## config.mk

```make
export PLATFORM = sky130hd
export DESIGN_NAME = dmem_arbiter
export DESIGN_NICKNAME = d
export VERILOG_FILES = /design/src/rtl/dmem_arbiter.sv
export SDC_FILE = /design/constraint.sdc
export NUM_CORES = 1
export LEC_CHECK = 0
export CAP_MARGIN = 20
export CORE_ASPECT_RATIO = 0.8
export CORE_MARGIN = 1
export CORE_UTILIZATION = 30
export CTS_CLUSTER_SIZE = 20
export DETAILED_ROUTE_END_ITERATION = 8
export HOLD_SLACK_MARGIN = 0.08
export SYNTH_ARGS = -nofsm -noshare
export SYNTH_HDL_FRONTEND = slang
export SYNTH_SLANG_ARGS = --single-unit
```

## constraint.sdc

```tcl
create_clock -name clk -period 1.9 [get_ports clk]
set_input_delay 0.19 -clock clk [delete_from_list [all_inputs] [get_ports clk]]
set_output_delay 0.19 -clock clk [all_outputs]
set_load 0.02 [all_outputs]
```

## src/rtl/dmem_arbiter.sv

```systemverilog
// Round-robin arbiter and access sequencer between the CPU load/store port (m0)
// and the loader/debug port (m1) for a shared single-port data memory.
module dmem_arbiter #(
    parameter int DATA_W = 32,
    parameter int ADDR_W = 8,
    parameter int DEPTH  = 256,
    parameter int RD_LAT = 1
) (
    input  logic              clk,
    input  logic              rst_n,
    input  logic              m0_req,
    input  logic              m0_we,
    input  logic [ADDR_W-1:0] m0_addr,
    input  logic [DATA_W-1:0] m0_wdata,
    input  logic              m1_req,
    input  logic              m1_we,
    input  logic [ADDR_W-1:0] m1_addr,
    input  logic [DATA_W-1:0] m1_wdata,
    output logic              m0_gnt,
    output logic              m0_rvalid,
    output logic [DATA_W-1:0] m0_rdata,
    output logic              m0_err,
    output logic              m1_gnt,
    output logic              m1_rvalid,
    output logic [DATA_W-1:0] m1_rdata,
    output logic              m1_err,
    output logic              mem_en,
    output logic              mem_we,
    output logic [ADDR_W-1:0] mem_addr,
    output logic [DATA_W-1:0] mem_wdata,
    input  logic [DATA_W-1:0] mem_rdata,
    output logic              busy
);

    typedef enum logic [1:0] {IDLE, ACCESS, WAIT, RESP} state_t;

    localparam logic [3:0]    LAT_LOAD = 4'(RD_LAT - 1);
    localparam logic [ADDR_W:0] DEPTH_LIMIT = (ADDR_W + 1)'(DEPTH);

    state_t            state;
    state_t            state_next;
    logic              owner;
    logic              last_owner;
    logic              we_q;
    logic              oor_q;
    logic [ADDR_W-1:0] addr_q;
    logic [DATA_W-1:0] wdata_q;
    logic [3:0]        lat_cnt;
    logic [DATA_W-1:0] m0_rdata_q;
    logic [DATA_W-1:0] m1_rdata_q;

    logic req_any;
    logic sel;
    logic oor0;
    logic oor1;

    assign req_any = m0_req | m1_req;
    assign oor0    = {1'b0, m0_addr} >= DEPTH_LIMIT;
    assign oor1    = {1'b0, m1_addr} >= DEPTH_LIMIT;

    // On contention the port that did not win last time is served.
    always_comb begin
        sel = 1'b0;
        if (m0_req && m1_req) begin
            sel = ~last_owner;
        end else if (m1_req) begin
            sel = 1'b1;
        end
    end

    always_ff @(posedge clk or negedge rst_n) begin
        if (!rst_n) begin
            state <= IDLE;
        end else begin
            state <= state_next;
        end
    end

    always_comb begin
        state_next = state;
        case (state)
            IDLE:    if (req_any) state_next = ACCESS;
            ACCESS:  state_next = we_q ? IDLE : WAIT;
            WAIT:    if (lat_cnt == 4'd0) state_next = RESP;
            RESP:    state_next = IDLE;
            default: state_next = IDLE;
        endcase
    end

    // Request fields are latched once in IDLE so later input changes cannot disturb the transaction.
    always_ff @(posedge clk or negedge rst_n) begin
        if (!rst_n) begin
            owner      <= 1'b0;
            last_owner <= 1'b1;
            we_q       <= 1'b0;
            oor_q      <= 1'b0;
            addr_q     <= '0;
            wdata_q    <= '0;
            lat_cnt    <= 4'd0;
            m0_rdata_q <= '0;
            m1_rdata_q <= '0;
        end else begin
            case (state)
                IDLE: begin
                    if (req_any) begin
                        owner      <= sel;
                        last_owner <= sel;
                        we_q       <= sel ? m1_we    : m0_we;
                        addr_q     <= sel ? m1_addr  : m0_addr;
                        wdata_q    <= sel ? m1_wdata : m0_wdata;
                        oor_q      <= sel ? oor1     : oor0;
                    end
                end
                ACCESS: begin
                    lat_cnt <= LAT_LOAD;
                end
                WAIT: begin
                    if (lat_cnt == 4'd0) begin
                        if (owner) begin
                            m1_rdata_q <= oor_q ? '0 : mem_rdata;
                        end else begin
                            m0_rdata_q <= oor_q ? '0 : mem_rdata;
                        end
                    end else begin
                        lat_cnt <= lat_cnt - 4'd1;
                    end
                end
                default: begin
                end
            endcase
        end
    end

    logic in_access;
    logic in_resp;
    logic err_now;

    assign in_access = (state == ACCESS);
    assign in_resp   = (state == RESP);
    assign err_now   = oor_q & ((in_access & we_q) | in_resp);

    assign m0_gnt    = in_access & ~owner;
    assign m1_gnt    = in_access &  owner;
    assign m0_rvalid = in_resp   & ~owner;
    assign m1_rvalid = in_resp   &  owner;
    assign m0_err    = err_now   & ~owner;
    assign m1_err    = err_now   &  owner;
    assign m0_rdata  = m0_rdata_q;
    assign m1_rdata  = m1_rdata_q;

    // Out-of-range accesses never reach the memory.
    assign mem_en    = in_access & ~oor_q;
    assign mem_we    = mem_en & we_q;
    assign mem_addr  = mem_en ? addr_q  : '0;
    assign mem_wdata = mem_en ? wdata_q : '0;
    assign busy      = (state != IDLE);

endmodule

```

==> metrics.csv <==
metric,value,unit
outcome,"complete, but fails checks",
failing checks,negative setup slack,
final-layout fill cell count,1447,
Final min period,2080,ps
largest net degree at the start of global routing,114,
WP data required,2190,ps
CTS tree,yes,
Pwr Total,15.4,mW
vias in the first global route,4088,
core outline area,16800,um^2
Final Max Slew Viols,0,
total global-route track usage,16.0,%
DRT Wirelength,14.1,mm
Post-Syn Instances,368,
RSZ-0062 raised after global routing,yes,
critical path startpoint category,flip-flop,
area of the multi-input gates,2430,um^2
PD cells,1740,nW/um^2
fmax,0.482,GHz
syn avg cell area,14.3,um^2
critical path class,flip-flop to flip-flop,
First DRT Iteration DRCs,79,
wire per inst,16.4,um
clk_skew,7.19,ps
Register Area,2830,um^2
Layout area overhead,68.1,%
DRC,0,
maximum clock path buffer count,2,
Critical Path AT,2360,ps
Final Core Density,52.5,%
via count,3848,
Syn. warnings,0,
RD Place Congestion,0.768,
number of cell rows,42,
H-tree levels,4,
Max-Slew Margin vs Limit,56.6,%
vias per cell,4.45,
Synth cell types,36,
Mapped Area,5250,um^2
Final Instance Area,8820,um^2
"most common cell after layout, fill and taps aside",clkdlybuf4s50_1,
most frequent cells in the layout,"180 x clkdlybuf4s50_1, 112 x dfrtp_1, 84 x mux2_2",
period utilization,109,%
Routed Antenna Nets,0,
clk root buf,clkbuf_16,
Worst Max-Slew Pin Slew,650,ps
clock sink total,113,
placed cell area,7960,um^2
number of port buffers,228,
worst min-delay path class,input pin to async pin,
Die W,150,um
maximum VDD drop,0.858,mV
final setup fails,64,
Die Ht,120,um
final hold viol count,0,
area share of the largest cell type after synthesis,53.4,%
count of state elements after synthesis,113,
Setup crit end kind,flip-flop,
synth top area cells,"dfrtp_1 53%, mux2_2 24%, mux2_4 8.6%",
hold_ws,371,ps
setup TNS,-6310,ps
initial antenna violation count,0,
Max-Cap Viols,0,
"Clk pin slew, worst setup/hold paths",60,ps
largest area contributor in the netlist,dfrtp_1,
Diodes inserted,0,
hpwl dp,9.19,mm
NumNets Final,752,
total congestion overflow,0,
share of layout cells above drive strength 1,41.8,%
total CTS buffers,17,
Starting Density,31.2,%
sequential share of the synthesized area,53.9,%
DIE AREA,18000,um^2
DRT Pass-1 Iters,4,
clock latency on the worst-skew pair,410,ps
Setup WS post-layout,-176,ps
I/O pins,231,
global-route wire length before repair,21.9,mm
worst-path maximum fanout,8,
Leak,3.96,nW
## logic make-up (layout without fill, tap and decap cells)
kind of cell | Yosys count | count (layout) | share of synthesized area [%]
flip-flops | 113 | 113 | 53.9
multiplexers | 148 | 148 | 33.8
buffers and inverters | 30 | 305 | 2.93
other | 1 | 2 | 0.0714
adder cells (fa/ha/maj) | 2 | 2 | 0.477
AND/OR/NAND/NOR | 64 | 64 | 7.41
AO/OA/AOI/OAI | 10 | 10 | 1.38
## what timing repair did
action,4_1_cts,5_1_grt
buffers inserted,10,2
hold buffers,1,0
pin swaps,3,0
hold endpoints to repair,112,0
gates cloned,7,1
endpoints found under the setup margin,111,105
gates resized for setup,177,27
## synthesized netlist by cell type
library cell  number
and2_1            41
buf_4              2
mux2_1             2
or3b_4             1
nand2b_1           2
o21ai_1            1
nand2_1            3
clkbuf_1          10
a211o_1            1
mux2i_1            2
or3_1              2
ha_1               2
a22o_1             1
nor2b_1            1
o31ai_1            1
o41ai_1            1
o21ai_0            2
buf_2              9
and3_1             1
mux2_4            30
mux2_2           114
inv_1              6
nor2_1             6
a21bo_2            1
conb_1             1
nor3_1             1
nor3b_1            1
dfstp_2            1
buf_6              3
or4b_2             1
nand3b_1           1
a221oi_1           1
nand3_1            2
dfrtp_1          112
nor3_2             1
a21oi_1            1
## through the flow
step                setup slack [ps]  instances
floorplan                       -133        369
global placement                -190        815
detailed placement              -238        815
CTS                             -162        864
global route                    -226        864
finish                          -176        864
## state kept, by name, summed over array words and instances (netlist names), 4 cells and up, named ones only
| signal | flops |
|---|---|
| m0_rdata | 32 |
| m1_rdata | 32 |
| wdata_q | 32 |
| addr_q | 8 |
| lat_cnt | 4 |
## area by class of cell
| cell class | count | share of cell area [%] |
|---|---|---|
| Clock buffer | 22 | 5.37 |
| Clock inverter | 9 | 1.76 |
| Inverter | 6 | 0.255 |
| Multi-Input combinational cell | 226 | 27.5 |
| Sequential cell | 113 | 32.1 |
| Tap cell | 220 | 3.12 |
| Timing Repair Buffer | 268 | 29.9 |
## worst max-delay path, stage by stage, from the launching register on
cell and delay (ps):
dfrtp_1 380, inv_2 90, ha_4 130, or3b_4 380, or3_4 390, buf_12 150
buf_12 140, mux2_4 300
## path summary, 6_finish.rpt
| path | from | to | slack (ps) | depth (start not counted) |
|---|---|---|---|---|
| max | lat_cnt[1] | m0_rdata[13] | -180 | 7 |
| min | rst_n | m0_rdata[21] | 370 | 3 |
| max reg2reg | lat_cnt[1] | m0_rdata[13] | -180 | 7 |
| min reg2reg | last_owner | last_owner | 470 | 2 |
| max in group asynchronous | rst_n | lat_cnt[3] | 990 | 3 |
| min in group clk | mem_rdata[5] | m0_rdata[5] | 420 | 2 |
## report_power, final
group	internal [mW]	switching, mW
clock network	2.29	1.10
logic	4.30	3.40
registers	3.63	0.657
## layer usage
layer / track usage (%) / wire [um]
met1: 21.2 / 6570
met2: 23.8 / 6310
met3: 7.13 / 1150
met4: 3.85 / 105
met5: 0 / 0
No activity file was read; power rests on OpenSTA's default activity.
==> patch: new RTL, same flow settings <==
The parameter `DEPTH` goes from 256 to 128.
--- a/src/rtl/dmem_arbiter.sv
+++ b/src/rtl/dmem_arbiter.sv
@@ -5,3 +5,3 @@
     parameter int ADDR_W = 8,
-    parameter int DEPTH  = 256,
+    parameter int DEPTH  = 128,
     parameter int RD_LAT = 1
Function: changed (Yosys sat finds a counterexample within 4 cycles, from zero or initial values and one cycle with rst_n low).
==> patch against the original RTL <==
  * Total power down 9.5%
  * First-iteration DRC count grew 13%
  * Cell area is 0.34% higher
  * Sequential power decreased by 2%
  * Clock skew grew 0.0011 ns
  * Critical path type is now reg2out
  * Sequential cell count is 1 higher
  * Global-route usage down 0.11 points
  * Highest routed layer unchanged
  * Routed wire length is 7.3% higher
  * Worst setup slack better by 0.28 ns
  * Die area is 6.6% higher
  * Synthesized area increased by 6.7%
==> patch: results <==
metrics = {
    "outcome": {
        "run_status": "finished clean",
    },
    "route": {
        "first_iter_violations": 89,
        "wl_um": 15200,
        "drt-vias-per-instance": 4.47,
    },
    "sta": {
        "maxSlewHeadroom_pct": 71.3,
        "fin_skew_ns": 0.00828,
    },
    "synth": {
        "postSynthCellCount": 409,
        "synthTopCellsByArea": "dfrtp_1 (50%), mux2_1 (12%), mux2_4 (10%)",
        "ys_seq_area_share_pct": 50.9,
        "synthTopCellsByCount": "dfrtp_1 (113), mux2_1 (60), mux2_2 (46)",
        "ys_types": 34,
    },
    "place": {
        "portBuffers": 230,
        "place_inst": 884,
        "dp_hpwl_um": 10800,
        "gp_congestion": 0.787,
    },
    "global_route": {
        "grt_start_max_net_pins": 48,
        "first_global_vias": 4364,
        "grt_pass1_wl_um": 23400,
        "gr-usage-all-layers_pct": 15.9,
    },
    "cells_and_area": {
        "drive_above_1_share_pct": 28.7,
        "final_cells": 926,
        "fin_nets": 781,
        "fillers": 1610,
    },
    "power_and_ir_drop": {
        "p_leak_nw": 4.05,
        "ir_drop_uv": 472,
    },
    "worst_setup_path": {
        "cp.arrival_ns": 1.61,
        "crit_path_start": "state[0]",
        "cp_slowest_stage_delay_ns": 0.40,
        "critPathMaxFanout": 11,
        "crit_slowest_cell": "dfrtp_1",
    },
}
[patch: routing by layer]
layer,share of wire [%],GRT usage [%]
met1,46,20.5
met2,45,24.6
met3,8.1,6.39
met4,1.1,4.31
met5,0,0
[patch: worst paths after layout]
kind | end | slack, ns | cells after the start
setup reg to reg | m1_rdata[5] | 0.11 | 6
min in group clk | m1_rdata[2] | 0.48 | 1
hold / removal | m0_rdata[23] | 0.28 | 2
hold reg to reg | m1_rdata[2] | 0.48 | 1
setup / recovery | busy | 0.10 | 4
max in group asynchronous | addr_q[1] | 0.98 | 3
[patch: report_power, final]
group,total [W],switching (W),internal [W],leakage (nW)
clock network,0.00313,0.00108,0.00205,0.276
logic,0.00659,0.00320,0.00339,2.35
registers,0.00419,0.000596,0.00360,1.42
[patch: worst max-delay path, delay by kind of cell, from the launching register on]
| kind | cells | cell delay, ns |
|---|---|---|
| buf+inv | 3 | 0.62 |
| flops | 1 | 0.40 |
| simple gates | 1 | 0.17 |
[patch: timing repair]
action                                  CTS  global route
hold buffers                              1             0
endpoints found under the setup margin   49           101
gates cloned                              1             3
resized for setup                       173            16
endpoints found under the hold margin    30             0
setup buffers                             1             6
pin swaps                                 0             3
[patch: logic make-up after synthesis]
logic type | after synthesis | synth area share, %
adder cells (fa/ha/maj) | 1 | 0.223
multiplexers | 147 | 32.0
AO/OA/AOI/OAI | 16 | 2.10
flip-flops | 114 | 50.9
buffers and inverters | 32 | 3.95
AND/OR/NAND/NOR | 99 | 10.8
[patch: stage by stage]
stage	setup TNS (ns)	cell area [µm²]	setup WS, ns	util [%]	power, W
after global placement	-0.774	8250	-0.0465	45.3	0.0107
after detailed placement	-0.333	8250	-0.0280	45.3	0.0109
after CTS	0	8690	0.00718	47.7	0.0139
after floorplan	0	5600	0.102	-	0.00779
final	0	8850	0.103	48.6	0.0139
after global routing	0	8850	0.0224	48.6	0.0147
[patch: final cells by class]
type	count	area [µm²]	area share [%]
tap	253	317	3.57
multi-input combinational	263	2570	29.0
timing repair buffer	259	2500	28.2
clock buffer	22	484	5.47
clock inverter	8	104	1.17
sequential	114	2850	32.2
inverter	7	26.3	0.297
